<file path="src/rtl/cci_mpf_prim_rr_fifo2_arb.sv">
//
// cci_mpf_prim_rr_fifo2_arb
//
// Merges N_REQ independent producer channels onto one shared output stream.
// Every requester owns a private two-entry buffer. A round-robin scheduler
// picks one non-empty buffer per cycle and loads a registered output stage
// that hands off with a valid/ready handshake.
//
// Ports:
//   clk         clock
//   reset_n     asynchronous active-low reset
//   in_data     [N_REQ][N_DATA_BITS] payload per requester
//   in_en       [N_REQ] enqueue strobe per requester
//   in_notFull  [N_REQ] requester i may assert in_en[i] this cycle
//   out_data    granted payload
//   out_idx     index of the requester that produced out_data
//   out_valid   output stage holds an entry
//   out_ready   consumer accepts the entry this cycle
//

// ---------------------------------------------------------------------------
// Per-requester two-slot buffer.
//
// valid[1] is the head (the entry offered to the scheduler), valid[0] is the
// second slot. The second slot is only ever occupied while the head is, so
// the buffer holds 0, 1 or 2 entries with no holes.
//
// not_full is purely a function of registered state, so a producer never
// sees a combinational path from the downstream ready back to its enable.
// The cost is that a full buffer refuses an enqueue even in a cycle where
// it is also dequeued.
// ---------------------------------------------------------------------------
module cci_mpf_prim_rr_fifo2_arb_buf #(
  parameter int N_DATA_BITS = 32
) (
  input  logic                   clk,
  input  logic                   reset_n,
  input  logic                   enq_en,
  input  logic [N_DATA_BITS-1:0] enq_data,
  input  logic                   deq_en,
  output logic                   not_full,
  output logic                   head_valid,
  output logic [N_DATA_BITS-1:0] head_data
);

  logic [1:0]             valid;     // [1] head, [0] second slot
  logic [N_DATA_BITS-1:0] data_head;
  logic [N_DATA_BITS-1:0] data_s0;

  // Held low through reset so producers cannot push into a buffer that is
  // being cleared.
  assign not_full   = reset_n && !valid[0];
  assign head_valid = valid[1];
  assign head_data  = data_head;

  // Valid flags. deq_en is only raised by the scheduler when the head is
  // valid, and enq_en is only legal while the second slot is empty.
  always_ff @(posedge clk or negedge reset_n) begin
    if (!reset_n) begin
      valid <= 2'b00;
    end else if (deq_en) begin
      // Second slot moves into the head, or a same-cycle enqueue refills it.
      valid[1] <= valid[0] || enq_en;
      valid[0] <= 1'b0;
    end else if (enq_en) begin
      // Fill the head if empty, otherwise stack behind it.
      valid[1] <= 1'b1;
      valid[0] <= valid[1];
    end
  end

  // Payload registers are left unreset; the valid flags qualify them.
  always_ff @(posedge clk) begin
    if (deq_en) begin
      if (valid[0]) begin
        data_head <= data_s0;
      end else if (enq_en) begin
        data_head <= enq_data;
      end
    end else if (enq_en) begin
      if (valid[1]) begin
        data_s0 <= enq_data;
      end else begin
        data_head <= enq_data;
      end
    end
  end

  // Pushing into a full buffer would silently drop data.
  enq_not_full_a: assert property (@(posedge clk) disable iff (!reset_n)
                                   enq_en |-> !valid[0])
    else $fatal(1, "ENQ to full FIFO");

endmodule


// ---------------------------------------------------------------------------
// Top: buffers, round-robin scheduler and registered output stage.
// ---------------------------------------------------------------------------
module cci_mpf_prim_rr_fifo2_arb #(
  parameter  int N_REQ       = 4,
  parameter  int N_DATA_BITS = 32,
  localparam int N_IDX_BITS  = (N_REQ > 1) ? $clog2(N_REQ) : 1
) (
  input  logic                              clk,
  input  logic                              reset_n,

  input  logic [N_REQ-1:0][N_DATA_BITS-1:0] in_data,
  input  logic [N_REQ-1:0]                  in_en,
  output logic [N_REQ-1:0]                  in_notFull,

  output logic [N_DATA_BITS-1:0]            out_data,
  output logic [N_IDX_BITS-1:0]             out_idx,
  output logic                              out_valid,
  input  logic                              out_ready
);

  // Entry held in the output stage.
  typedef struct packed {
    logic [N_IDX_BITS-1:0]  idx;
    logic [N_DATA_BITS-1:0] data;
  } out_entry_t;

  logic [N_REQ-1:0]                  head_valid;
  logic [N_REQ-1:0][N_DATA_BITS-1:0] head_data;
  logic [N_REQ-1:0]                  deq;

  logic [N_IDX_BITS-1:0] ptr;        // highest-priority requester this cycle
  logic [N_IDX_BITS-1:0] ptr_nxt;
  logic [N_IDX_BITS-1:0] winner;
  logic                  win_valid;
  logic                  advance;    // output stage can take a new entry

  out_entry_t out_q;
  logic       out_vld_q;

  // -------------------------------------------------------------------------
  // Per-requester buffers
  // -------------------------------------------------------------------------
  for (genvar i = 0; i < N_REQ; i++) begin : g_lane
    cci_mpf_prim_rr_fifo2_arb_buf #(
      .N_DATA_BITS (N_DATA_BITS)
    ) buf_i (
      .clk        (clk),
      .reset_n    (reset_n),
      .enq_en     (in_en[i]),
      .enq_data   (in_data[i]),
      .deq_en     (deq[i]),
      .not_full   (in_notFull[i]),
      .head_valid (head_valid[i]),
      .head_data  (head_data[i])
    );

    // Only the winner is popped, and only when the output stage moves.
    assign deq[i] = advance && win_valid && (winner == N_IDX_BITS'(i));
  end

  // -------------------------------------------------------------------------
  // Scheduler
  // -------------------------------------------------------------------------
  // A full output stage that is not being drained freezes everything:
  // no pop, and ptr/out_* hold their values.
  assign advance = !out_vld_q || out_ready;

  // Scan ptr, ptr+1, ... wrapping at N_REQ; the first valid head wins.
  // N_REQ need not be a power of two, so the wrap is explicit.
  always_comb begin
    int                    j;
    logic [N_IDX_BITS-1:0] cand;
    win_valid = 1'b0;
    winner    = '0;
    j         = 0;
    cand      = '0;
    for (int k = 0; k < N_REQ; k++) begin
      j = int'(ptr) + k;
      if (j >= N_REQ) j = j - N_REQ;
      cand = N_IDX_BITS'(j);
      if (!win_valid && head_valid[cand]) begin
        win_valid = 1'b1;
        winner    = cand;
      end
    end
  end

  // Priority moves to the requester just after the winner, which gives each
  // of K continuously busy requesters one grant in every K grants. With a
  // single requester this is constant 0.
  assign ptr_nxt = (winner == N_IDX_BITS'(N_REQ - 1)) ? '0
                                                      : winner + 1'b1;

  // -------------------------------------------------------------------------
  // Output stage
  // -------------------------------------------------------------------------
  always_ff @(posedge clk or negedge reset_n) begin
    if (!reset_n) begin
      out_vld_q <= 1'b0;
      ptr       <= '0;
    end else if (advance) begin
      // With nothing to send the stage empties and ptr stays put, so an idle
      // cycle never shifts priority.
      out_vld_q <= win_valid;
      if (win_valid) ptr <= ptr_nxt;
    end
  end

  always_ff @(posedge clk) begin
    if (advance && win_valid) begin
      out_q.data <= head_data[winner];
      out_q.idx  <= winner;
    end
  end

  assign out_valid = out_vld_q;
  assign out_data  = out_q.data;
  assign out_idx   = out_q.idx;

endmodule

</file>
<file path="config.mk">
export PLATFORM = sky130hd
export DESIGN_NAME = cci_mpf_prim_rr_fifo2_arb
export DESIGN_NICKNAME = d
export VERILOG_FILES = /design/src/rtl/cci_mpf_prim_rr_fifo2_arb.sv
export SDC_FILE = /design/constraint.sdc
export NUM_CORES = 1
export LEC_CHECK = 0
export ABC_CLOCK_PERIOD_IN_PS = 5650
export BUFFER_PORTS_ARGS = -buffer_cell sky130_fd_sc_hd__buf_2
export CAP_MARGIN = 20
export CORE_MARGIN = 2
export CORE_UTILIZATION = 55
export DETAILED_ROUTE_END_ITERATION = 10
export PLACE_DENSITY_LB_ADDON = 0.15
export SETUP_SLACK_MARGIN = 0.1
export SYNTH_ARGS = -nofsm -noshare
export SYNTH_HDL_FRONTEND = slang
export SYNTH_SLANG_ARGS = --single-unit
</file>
<file path="constraint.sdc">
create_clock -name clk -period 5.65 [get_ports clk]
set_input_delay 0.565 -clock clk [delete_from_list [all_inputs] [get_ports clk]]
set_output_delay 0.565 -clock clk [all_outputs]
set_load 0.005 [all_outputs]
</file>
==> impl_metrics.yaml, run 1 <==
grt:
  gr-total-overflow: 0
  track_usage_pct: 21.0
  antenna_found_initial: 0
  grt_pass1_vias: 6615
  grt_pass1_wl_um: 37500
  grt_start_max_net_pins: 37
die:
  die_w_um: 152
  die_y_um: 152
  die_area_um2: 23200
  io_pins: 174
  coreArea_um2: 21700
  start_util_pct: 55.7
  rows: 54
cts:
  cts_buffer_depth: 3
  tritoncts: "yes"
  root_buffer: "clkbuf_16"
  clkLatencyLatePin_ns: 0.55
  htree_levels: 1
  cts_buffers: 31
  post_cts_buffers: 0
  cts.clk_slew.worst_paths_ns: 0.06
  cts.sinks: 301
logic_synthesis:
  yosysSeqAreaShare_pct: 74.3
  avgSynthCellArea_um2: 19.5
  ys_ff_latch: 301
  syn_inst: 621
  synth_nets: 757
  syn-cell-area_um2: 12100
  yosysUniqueCellTypes: 31
  ys_warn_count: 0
worst_setup_path:
  cp-start-kind: "register"
  worstPathMaxFanout: 34
  arrival_ns: 3.59
  required_ns: 5.82
  regToRegSetupSlack_ns: 2.22
  slowest_stage: "a2bb2oi_4"
  crit_chain: "a21oi_1, o21ai_0, a21oi_4, buf_16, buf_4, nand4_2, buf_4, a2bb2oi_4"
  slowest_delay_ns: 0.82
  critPathBufInv: 3
  cp_top_family: "compound AO/OA/AOI/OAI gates"
  path_class: "reg2reg"
  worstSetupEndpointType: "register"
  cp_common_cell: "buf_4"
placement:
  pre_cts_ws_ns: 1.59
  place.port_buffers: 173
  place_hpwl_um: 16600
  place_congestion: 0.895
route:
  met1_length_um: 9560
  dr.first_iter.drc_count: 397
  drc_errors: 0
  wl_met2_um: 12200
  ant_nets: 0
  met3_wirelength_um: 1450
  routedWlPerCell_um: 21.7
  vias: 6155
  viasPerCell: 5.52
  topRoutingLayerUsed: "met4"
  first_pass_iters: 5
  wirelength_um: 24200
sta:
  setup_ws_ns: 2.22
  fin_worst_skew_ns: 0.0101
  fin_crit_ns: 3.43
  slew_headroom_pct: 31.5
  rsz0062_at_grt: "no"
  finalHoldViolations: 0
  maxSlewViolCount: 0
  worst_pin_slew_ns: 1.02
  setup_viol: 0
  max_clock_freq_mhz: 292
  fin_tns_setup_ns: 0
  finalCritPeriodShare_pct: 60.6
power_and_ir_drop:
  power_density_nw_per_um2: 569
  p_leak_nw: 5.72
  max-vdd-ir-drop_uv: 366
outcome:
  status: "completed"
worst_hold_path:
  hold_class: "in2reg"
cells_and_area:
  drive_gt1_share_pct: 45.0
  final_net_count: 946
  diodes: 0
  area_growth_pct: 20.5
flow_run:
  max-cap-violations: 0
area by class of cell:
cell class | count | area, µm²
Multi-Input combinational cell | 278 | 2990
Tap cell | 280 | 350
Fill cell | 1479 | 7120
Inverter | 13 | 53.8
Sequential cell | 301 | 8980
Timing Repair Buffer | 185 | 1060
Clock buffer | 33 | 783
Clock inverter | 25 | 348
stage by stage:
step	instance area, µm²	power [mW]	hold slack, ns	instances	util (%)
after floorplan	12100	5.24	0.269	621	-
after global placement	13300	5.92	0.478	1050	61.2
after detailed placement	13300	6.02	0.480	1050	61.2
after CTS	14400	8.27	0.178	1109	66.5
after global routing	14600	8.66	0.181	1115	67.2
final	14600	8.29	0.202	1115	67.2
final timing paths:
check / endpoint / cells after the start / start
max: g_lane[2].buf_i.head_data[12]$_DFFE_PP_ / 8 / g_lane[0].buf_i.valid[1]$_DFFE_PN0P_
min: g_lane[1].buf_i.data_s0[8]$_DFFE_PP_ / 1 / in_data[40]
max reg2reg: g_lane[2].buf_i.head_data[12]$_DFFE_PP_ / 8 / g_lane[0].buf_i.valid[1]$_DFFE_PN0P_
min reg2reg: g_lane[0].buf_i.head_data[4]$_DFFE_PP_ / 1 / g_lane[0].buf_i.data_s0[4]$_DFFE_PP_
max in group asynchronous: g_lane[0].buf_i.valid[0]$_DFFE_PN0P_ / 2 / reset_n
min in group asynchronous: out_valid$_DFFE_PN0N_ / 2 / reset_n
cells by family after synthesis:
logic type	Yosys count	synth area share [%]
AND/OR/NAND/NOR	27	1.48
buffers and inverters	42	1.93
adder cells (fa/ha/maj)	1	0.104
multiplexers	225	20.8
flip-flops	301	74.3
AO/OA/AOI/OAI	25	1.33
sequential cells by signal, indices dropped and copies added, names as in the netlist:
register                count
out_data                   32
ptr                         2
g_lane.buf_i.head_data    128
g_lane.buf_i.valid          8
out_valid                   1
g_lane.buf_i.data_s0      128
out_idx                     2
metal layers:
| layer | GRT usage (%) | up-vias |
|---|---|---|
| met3 | 3.67 | 50 |
| li1 | - | 2818 |
| met1 | 26.4 | 3050 |
| met4 | 8.32 | 0 |
| met2 | 36.4 | 237 |
| met5 | 0 | - |
cells in the mapped netlist (all sizes together):
library cell  instances  area share (%)
ha                    1            0.10
a311o                 1           0.083
a21oi                12            0.53
mux2                129              13
nand3                 1           0.041
nand2b                2            0.10
buf                  29             1.5
nor2                  5            0.16
nor2b                 4            0.21
o22ai                 1           0.052
nor4                  1           0.052
dfrtp                11             2.3
nand2                 8            0.25
inv                  13            0.45
a2bb2oi               3            0.22
and3                  1           0.052
nor3b                 2            0.12
a211o                 1           0.072
mux2i                96             8.0
o21ai                 3            0.12
edfxtp              290              72
a22oi                 1           0.062
o211ai                3            0.19
nand4b                2            0.39
nand4                 1            0.10
cells in the final DEF, fill, tap and decap left out, types with 3 or more instances in the layout:
cell | Yosys | final
buf_16 | 0 | 3
edfxtp_1 | 290 | 290
mux2i_1 | 96 | 96
a2bb2oi_4 | 0 | 3
buf_2 | 20 | 173
a21oi_1 | 11 | 9
dfrtp_1 | 11 | 11
clkinv_1 | 0 | 7
nor2_4 | 0 | 3
nand2_1 | 8 | 8
clkinv_2 | 0 | 7
mux2_2 | 100 | 100
mux2_4 | 28 | 28
a21oi_4 | 0 | 3
nor2b_1 | 4 | 4
clkbuf_16 | 0 | 31
o211ai_1 | 3 | 3
buf_4 | 6 | 5
inv_1 | 12 | 12
bufinv_16 | 0 | 9
buf_12 | 0 | 3
power breakdown:
group          internal [mW]  total, mW  switching, mW  leakage (nW)
clock                   1.41       2.24          0.829         0.555
combinational           1.02       2.36           1.34          2.31
sequential              3.43       3.69          0.254          2.85
worst reg2reg max path, delay by kind of cell (launching register included):
| kind | cells | cell delay, ns |
|---|---|---|
| flops | 1 | 0.43 |
| buf+inv | 3 | 0.83 |
| compound gates | 4 | 1.62 |
| simple gates | 1 | 0.15 |
repair_timing:
item | CTS | global route
setup endpoints to repair | 0 | 0
gates resized for setup | 0 | 0
endpoints found under the hold margin | 11 | 0
hold buffers | 1 | 0
(Power assumes the default switching activity.)
==> run 2: changes to the inputs <==
Settings changed: ABC_CLOCK_PERIOD_IN_PS 5650 to 3560.
Clock period 5.65 ns to 3.56 ns, I/O delays scaled along.
==> run 2 against run 1 <==
  * Clock power is 37% higher
  * Design area is 4.9% higher
  * Critical path depth is 3 lower
  * Sequential share of layout area is 2.9 points lower
  * Worst hold slack worse by 0.19 ns
  * First-iteration DRC count is 18% higher
  * Power is 53% higher
  * Clock skew is 0.0048 ns lower
  * Sequential cell count stayed put
  * Global-route usage is 1.0 points higher
==> impl_metrics.yaml, run 2 (synthesized netlist as in run 1, its figures left out) <==
grt:
  track_usage_pct: 22.0
  grt_start_max_net_pins: 35
  antenna_found_initial: 0
  gr-total-overflow: 0
  grt_pass1_wl_um: 39400
  grt_pass1_vias: 7073
die:
  io_pins: 174
  rows: 54
  die_y_um: 152
  die_w_um: 152
  die_area_um2: 23200
  start_util_pct: 55.7
  coreArea_um2: 21700
flow_run:
  max-cap-violations: 0
worst_setup_path:
  arrival_ns: 3.20
  cp-start-kind: "register"
  slowest_delay_ns: 0.76
  regToRegSetupSlack_ns: 0.55
  worstPathMaxFanout: 32
  crit_chain: "nor4_1, a21oi_4, nor3b_1, a2bb2oi_4, buf_4"
  required_ns: 3.75
  path_class: "reg2reg"
  critPathBufInv: 1
  cp_top_family: "compound AO/OA/AOI/OAI gates"
  worstSetupEndpointType: "register"
  slowest_stage: "a21oi_4"
sta:
  slew_headroom_pct: 31.7
  setup_viol: 0
  finalCritPeriodShare_pct: 84.5
  rsz0062_at_grt: "no"
  finalHoldViolations: 0
  max_clock_freq_mhz: 332
  whs_ns: 0.0144
  maxSlewViolCount: 0
  fin_tns_setup_ns: 0
  fin_crit_ns: 3.01
  worst_pin_slew_ns: 1.02
  fin_worst_skew_ns: 0.00531
route:
  wirelength_um: 25500
  viasPerCell: 5.42
  first_pass_iters: 5
  ant_nets: 0
  vias: 6550
  routedWlPerCell_um: 21.1
  dr.first_iter.drc_count: 468
  drc_errors: 0
cts:
  clkLatencyLatePin_ns: 0.55
  cts_buffer_depth: 3
  cts.clk_slew.worst_paths_ns: 0.06
  post_cts_buffers: 0
  root_buffer: "clkbuf_16"
  cts.sinks: 301
  cts_buffers: 30
  tritoncts: "yes"
  htree_levels: 1
power_and_ir_drop:
  power.total_mw: 12.7
  p_leak_nw: 6.01
  power_density_nw_per_um2: 832
  max-vdd-ir-drop_uv: 587
worst_hold_path:
  hold_class: "in2reg"
cells_and_area:
  final_net_count: 1040
  area_growth_pct: 26.5
  final_common_cell: "edfxtp_1"
  utilization_pct: 70.5
  final_cell_mix: "edfxtp_1 (290), buf_2 (173), mux2_2 (100)"
  drive_gt1_share_pct: 40.7
outcome:
  status: "completed"
placement:
  place_congestion: 0.827
  place.port_buffers: 173
  place_hpwl_um: 16700
run 2: where the power goes:
| part | internal, mW | switching, mW |
|---|---|---|
| sequential | 5.44 | 0.385 |
| combinational | 1.64 | 2.18 |
| clock | 1.77 | 1.29 |
| total | 8.86 | 3.85 |
run 2: final cells by class:
| cell class | instances | area [µm²] |
|---|---|---|
| fillers | 1392 | 6400 |
| clock buffers | 36 | 773 |
| flip-flops and latches | 301 | 8980 |
| well taps | 280 | 350 |
| multi-input cells | 278 | 2990 |
| diodes | 1 | 2.50 |
| inverters | 13 | 53.8 |
| clock inverters | 20 | 195 |
| repair buffers | 280 | 1930 |
run 2: metrics by stage:
step / std cells / area [µm²] / worst slack (ns)
finish: 1209 / 15300 / 0.552
global route: 1208 / 15300 / 0.375
detailed placement: 1061 / 13400 / 0.564
global placement: 1061 / 13400 / 0.652
CTS: 1208 / 15300 / 0.557
floorplan: 621 / 12100 / 0.148
run 2: worst paths after layout:
path,from,to,depth (start not counted)
max in group asynchronous,reset_n,g_lane[3].buf_i.valid[0]$_DFFE_PN0P_,2
worst max register to register,g_lane[1].buf_i.valid[1]$_DFFE_PN0P_,g_lane[0].buf_i.head_data[7]$_DFFE_PP_,5
worst min register to register,g_lane[2].buf_i.data_s0[28]$_DFFE_PP_,g_lane[2].buf_i.head_data[28]$_DFFE_PP_,1
worst min-delay path,in_data[75],g_lane[2].buf_i.data_s0[11]$_DFFE_PP_,1
min in group asynchronous,reset_n,out_valid$_DFFE_PN0N_,2
worst max-delay path,g_lane[1].buf_i.valid[1]$_DFFE_PN0P_,g_lane[0].buf_i.head_data[7]$_DFFE_PP_,5
run 2: metal layers:
layer  share of wire (%)  wire length, µm  up-vias  GRT usage (%)
li1                    -                -     3007              -
met1                  41            10600     3244           29.7
met2                  50            12800      264           38.1
met3                 6.2             1590       35           3.30
met4                 2.1              529        0           5.30
met5                   0                0        -              0
run 2: worst register-to-register path, delay by kind of cell (launching register included):
family	cells	cell delay, ns
flops	1	0.43
simple gates	2	0.89
buf+inv	1	0.40
compound gates	2	0.92
run 2: repair_timing:
| item | CTS | global route |
|---|---|---|
| hold endpoints to repair | 101 | 0 |
| resized for setup | 0 | 0 |
| hold buffers | 91 | 0 |
==> run 3: changes to the inputs <==
Settings changed: ABC_AREA set to 1, ABC_CLOCK_PERIOD_IN_PS 3560 to 2500, CORE_UTILIZATION 55 to 52.
Clock period 3.56 ns to 2.5 ns, I/O delays scaled along.
==> run 3 against run 2 <==
  * The run now ends with negative setup slack left
  * Critical endpoint is now g_lane[2].buf_i.head_data[10]$_DFFE_PP_
  * Utilization rose by 1.4 points
  * Global-route usage increased by 0.64 points
  * Non-clock buffer count is 102 higher
  * Sequential share of layout area shrank 8.9 points
  * Combinational power rose to 3.5 times the previous value
==> impl_metrics.yaml, run 3 <==
die:
  die_w_um: 163
  rows: 58
  io_pins: 174
  die_area_um2: 26700
  coreArea_um2: 25000
  start_util_pct: 52.8
  die_y_um: 163
route:
  wirelength_um: 35000
  ant_nets: 0
  dr.first_iter.drc_count: 1000
  viasPerCell: 5.13
  drc_errors: 0
  first_pass_iters: 6
  routedWlPerCell_um: 17.7
  vias: 10131
worst_setup_path:
  path_class: "reg2reg"
  arrival_ns: 2.79
  worstSetupEndpointType: "register"
  cp-start-kind: "register"
  worstPathMaxFanout: 8
  required_ns: 2.78
placement:
  place_hpwl_um: 19600
  place.port_buffers: 173
  placed_area_um2: 14600
  pre_cts_ws_ns: -0.212
  place_congestion: 0.873
  place_inst: 1736
sta:
  maxSlewViolCount: 0
  finalHoldViolations: 0
  max_clock_freq_mhz: 399
  finalCritPeriodShare_pct: 100
  worst_pin_slew_ns: 0.574
  fin_crit_ns: 2.51
  slew_headroom_pct: 61.7
  fin_tns_setup_ns: -0.00798
  setup_ws_ns: -0.00798
  fin_worst_skew_ns: 0.0145
  setup_viol: 1
  rsz0062_at_grt: "yes"
logic_synthesis:
  synth_fa_ha_area_share_pct: 0.0947
  yosys.cell_count.top_type: "nand2_1"
  synth_nets: 1409
  yosysSeqAreaShare_pct: 68.0
  synth_edf_count: 290
  synth_xor_area_share_pct: 0
  yosysUniqueCellTypes: 26
  synth_mux_area_share_pct: 0
  syn-cell-area_um2: 13200
  netlist_top_cells_count: "nand2_1 (567), edfxtp_1 (290), inv_1 (118)"
  synth_top_family_by_area: "simple AND/OR/NAND/NOR gates"
  yosys.area_share.simple_pct: 19.2
  yosys.area.top_type: "edfxtp_1"
  synth_compound_area_share_pct: 6.42
  yosysTopAreaCellShare_pct: 65.9
  ys_ff_latch: 301
  synth_ff_type: "edfxtp_1"
  synth.area.top_cells: "edfxtp_1 (66%), nand2_1 (16%), o211ai_1 (3.6%), inv_1 (3.4%), dfrtp_1 (2.1%)"
  syn_inst: 1273
  async_flop_share_pct: 3.65
  ys_warn_count: 0
  avgSynthCellArea_um2: 10.4
cells_and_area:
  final_cell_mix: "nand2_1 (534), edfxtp_1 (290), buf_2 (173)"
  final_area_um2: 18000
  final_common_cell: "nand2_1"
  drive_gt1_share_pct: 23.7
  fin_cells: 1973
  area_growth_pct: 36.3
  final_net_count: 1758
  fill_cells: 1748
  diodes: 0
power_and_ir_drop:
  max-vdd-ir-drop_uv: 1050
  power_density_nw_per_um2: 1500
  p_leak_nw: 7.79
worst_hold_path:
  hold_class: "in2reg"
grt:
  gr-total-overflow: 0
  grt_start_max_net_pins: 66
  antenna_found_initial: 0
  track_usage_pct: 22.6
  grt_pass1_vias: 9030
  grt_pass1_wl_um: 47000
cts:
  cts_buffer_depth: 3
  cts.clk_slew.worst_paths_ns: 0.06
  cts.sinks: 301
  tritoncts: "yes"
  cts_buffers: 31
  root_buffer: "clkbuf_16"
  htree_levels: 1
  clkLatencyLatePin_ns: 0.55
outcome:
  failed_checks: "negative setup slack"
  status: "finished with violations"
flow_run:
  max-cap-violations: 0
[run 3: cell count changes in the layout (fill, tap and decap cells not counted), moves of 19 or more]
cell,previous run,this run
nand2_1,8,534
mux2_2,100,0
inv_1,12,111
mux2i_1,96,0
o211ai_1,3,64
nand3_1,0,43
dlygate4sd3_1,91,132
o21ai_0,2,36
mux2_4,28,0
nand2_2,0,23
o21ai_1,0,20
buf_6,0,19
[run 3: worst max-delay path, cell delays in order (launching register included)]
cell and delay (ns):
dfrtp_1 0.42, inv_2 0.14, nand2_1 0.11, nand2_4 0.11
nand2_2 0.06, nand2_2 0.10, nor2_2 0.06, nor2_2 0.12
nand2_2 0.09, nand2_4 0.11, buf_6 0.18, nand2_8 0.07
buf_6 0.12, nor2_4 0.11, buf_12 0.16, clkbuf_16 0.16
o21ai_1 0.08
[run 3: final cells by class]
type	count	area (µm²)	area share, %
clock buffers	33	783	4.35
clock inverters	21	174	0.966
inverters	125	517	2.87
multi-input cells	780	3750	20.8
flip-flops and latches	301	8990	49.9
well taps	330	413	2.29
repair buffers	382	3380	18.8
repair inverters	1	5.00	0.0278
[run 3: final timing paths]
path	start	endpoint	slack (ns)	cells after the start
worst max register to register	ptr[1]$_DFFE_PN0P_	g_lane[2].buf_i.head_data[10]$_DFFE_PP_	-0.008	16
worst min register to register	g_lane[3].buf_i.data_s0[24]$_DFFE_PP_	g_lane[3].buf_i.head_data[24]$_DFFE_PP_	0.51	2
min in group asynchronous	reset_n	g_lane[0].buf_i.valid[0]$_DFFE_PN0P_	0.18	3
max in group asynchronous	reset_n	g_lane[2].buf_i.valid[0]$_DFFE_PN0P_	2.14	3
worst max-delay path	ptr[1]$_DFFE_PN0P_	g_lane[2].buf_i.head_data[10]$_DFFE_PP_	-0.008	16
worst min-delay path	in_en[3]	g_lane[3].buf_i.valid[1]$_DFFE_PN0P_	0.04	3
[run 3: power by group]
part	switching, mW	leakage [nW]	internal, mW
clock	1.86	0.469	2.55
sequential	0.650	2.87	8.61
combinational	8.18	4.46	5.26
total	10.7	7.79	16.4
[run 3: kinds of logic (layout without fill, tap and decap cells)]
family,after synthesis,in the layout
flops,301,301
buf+inv,193,562
simple gates,641,642
fa+ha+maj,1,1
compound gates,137,137
[run 3: per-layer routing]
layer	vias to the layer above	global-route usage, %	routed length [µm]
met5	-	0	0
met4	0	9.65	1530
met3	84	3.05	2210
met2	428	33.5	16500
met1	4679	33.9	14800
li1	4940	-	-
[run 3: stage by stage]
stage / total power [mW] / hold slack (ns) / utilization, %
6_report: 27.1 / 0.0374 / 71.9
5_1_grt: 28.7 / 0.0561 / 71.9
4_1_cts: 24.2 / 0.0104 / 68.1
3_5_place_dp: 19.1 / 0.204 / 58.2
3_3_place_gp: 18.9 / 0.198 / 58.2
2_1_floorplan: 16.1 / -0.0456 / -
[run 3: repair_timing]
action / CTS / global route
setup endpoints to repair: 194 / 416
resized for setup: 16 / 101
cloned: 3 / 24
hold endpoints to repair: 181 / 0
pin swaps: 2 / 33
hold buffers: 132 / 0
buffers inserted: 9 / 16
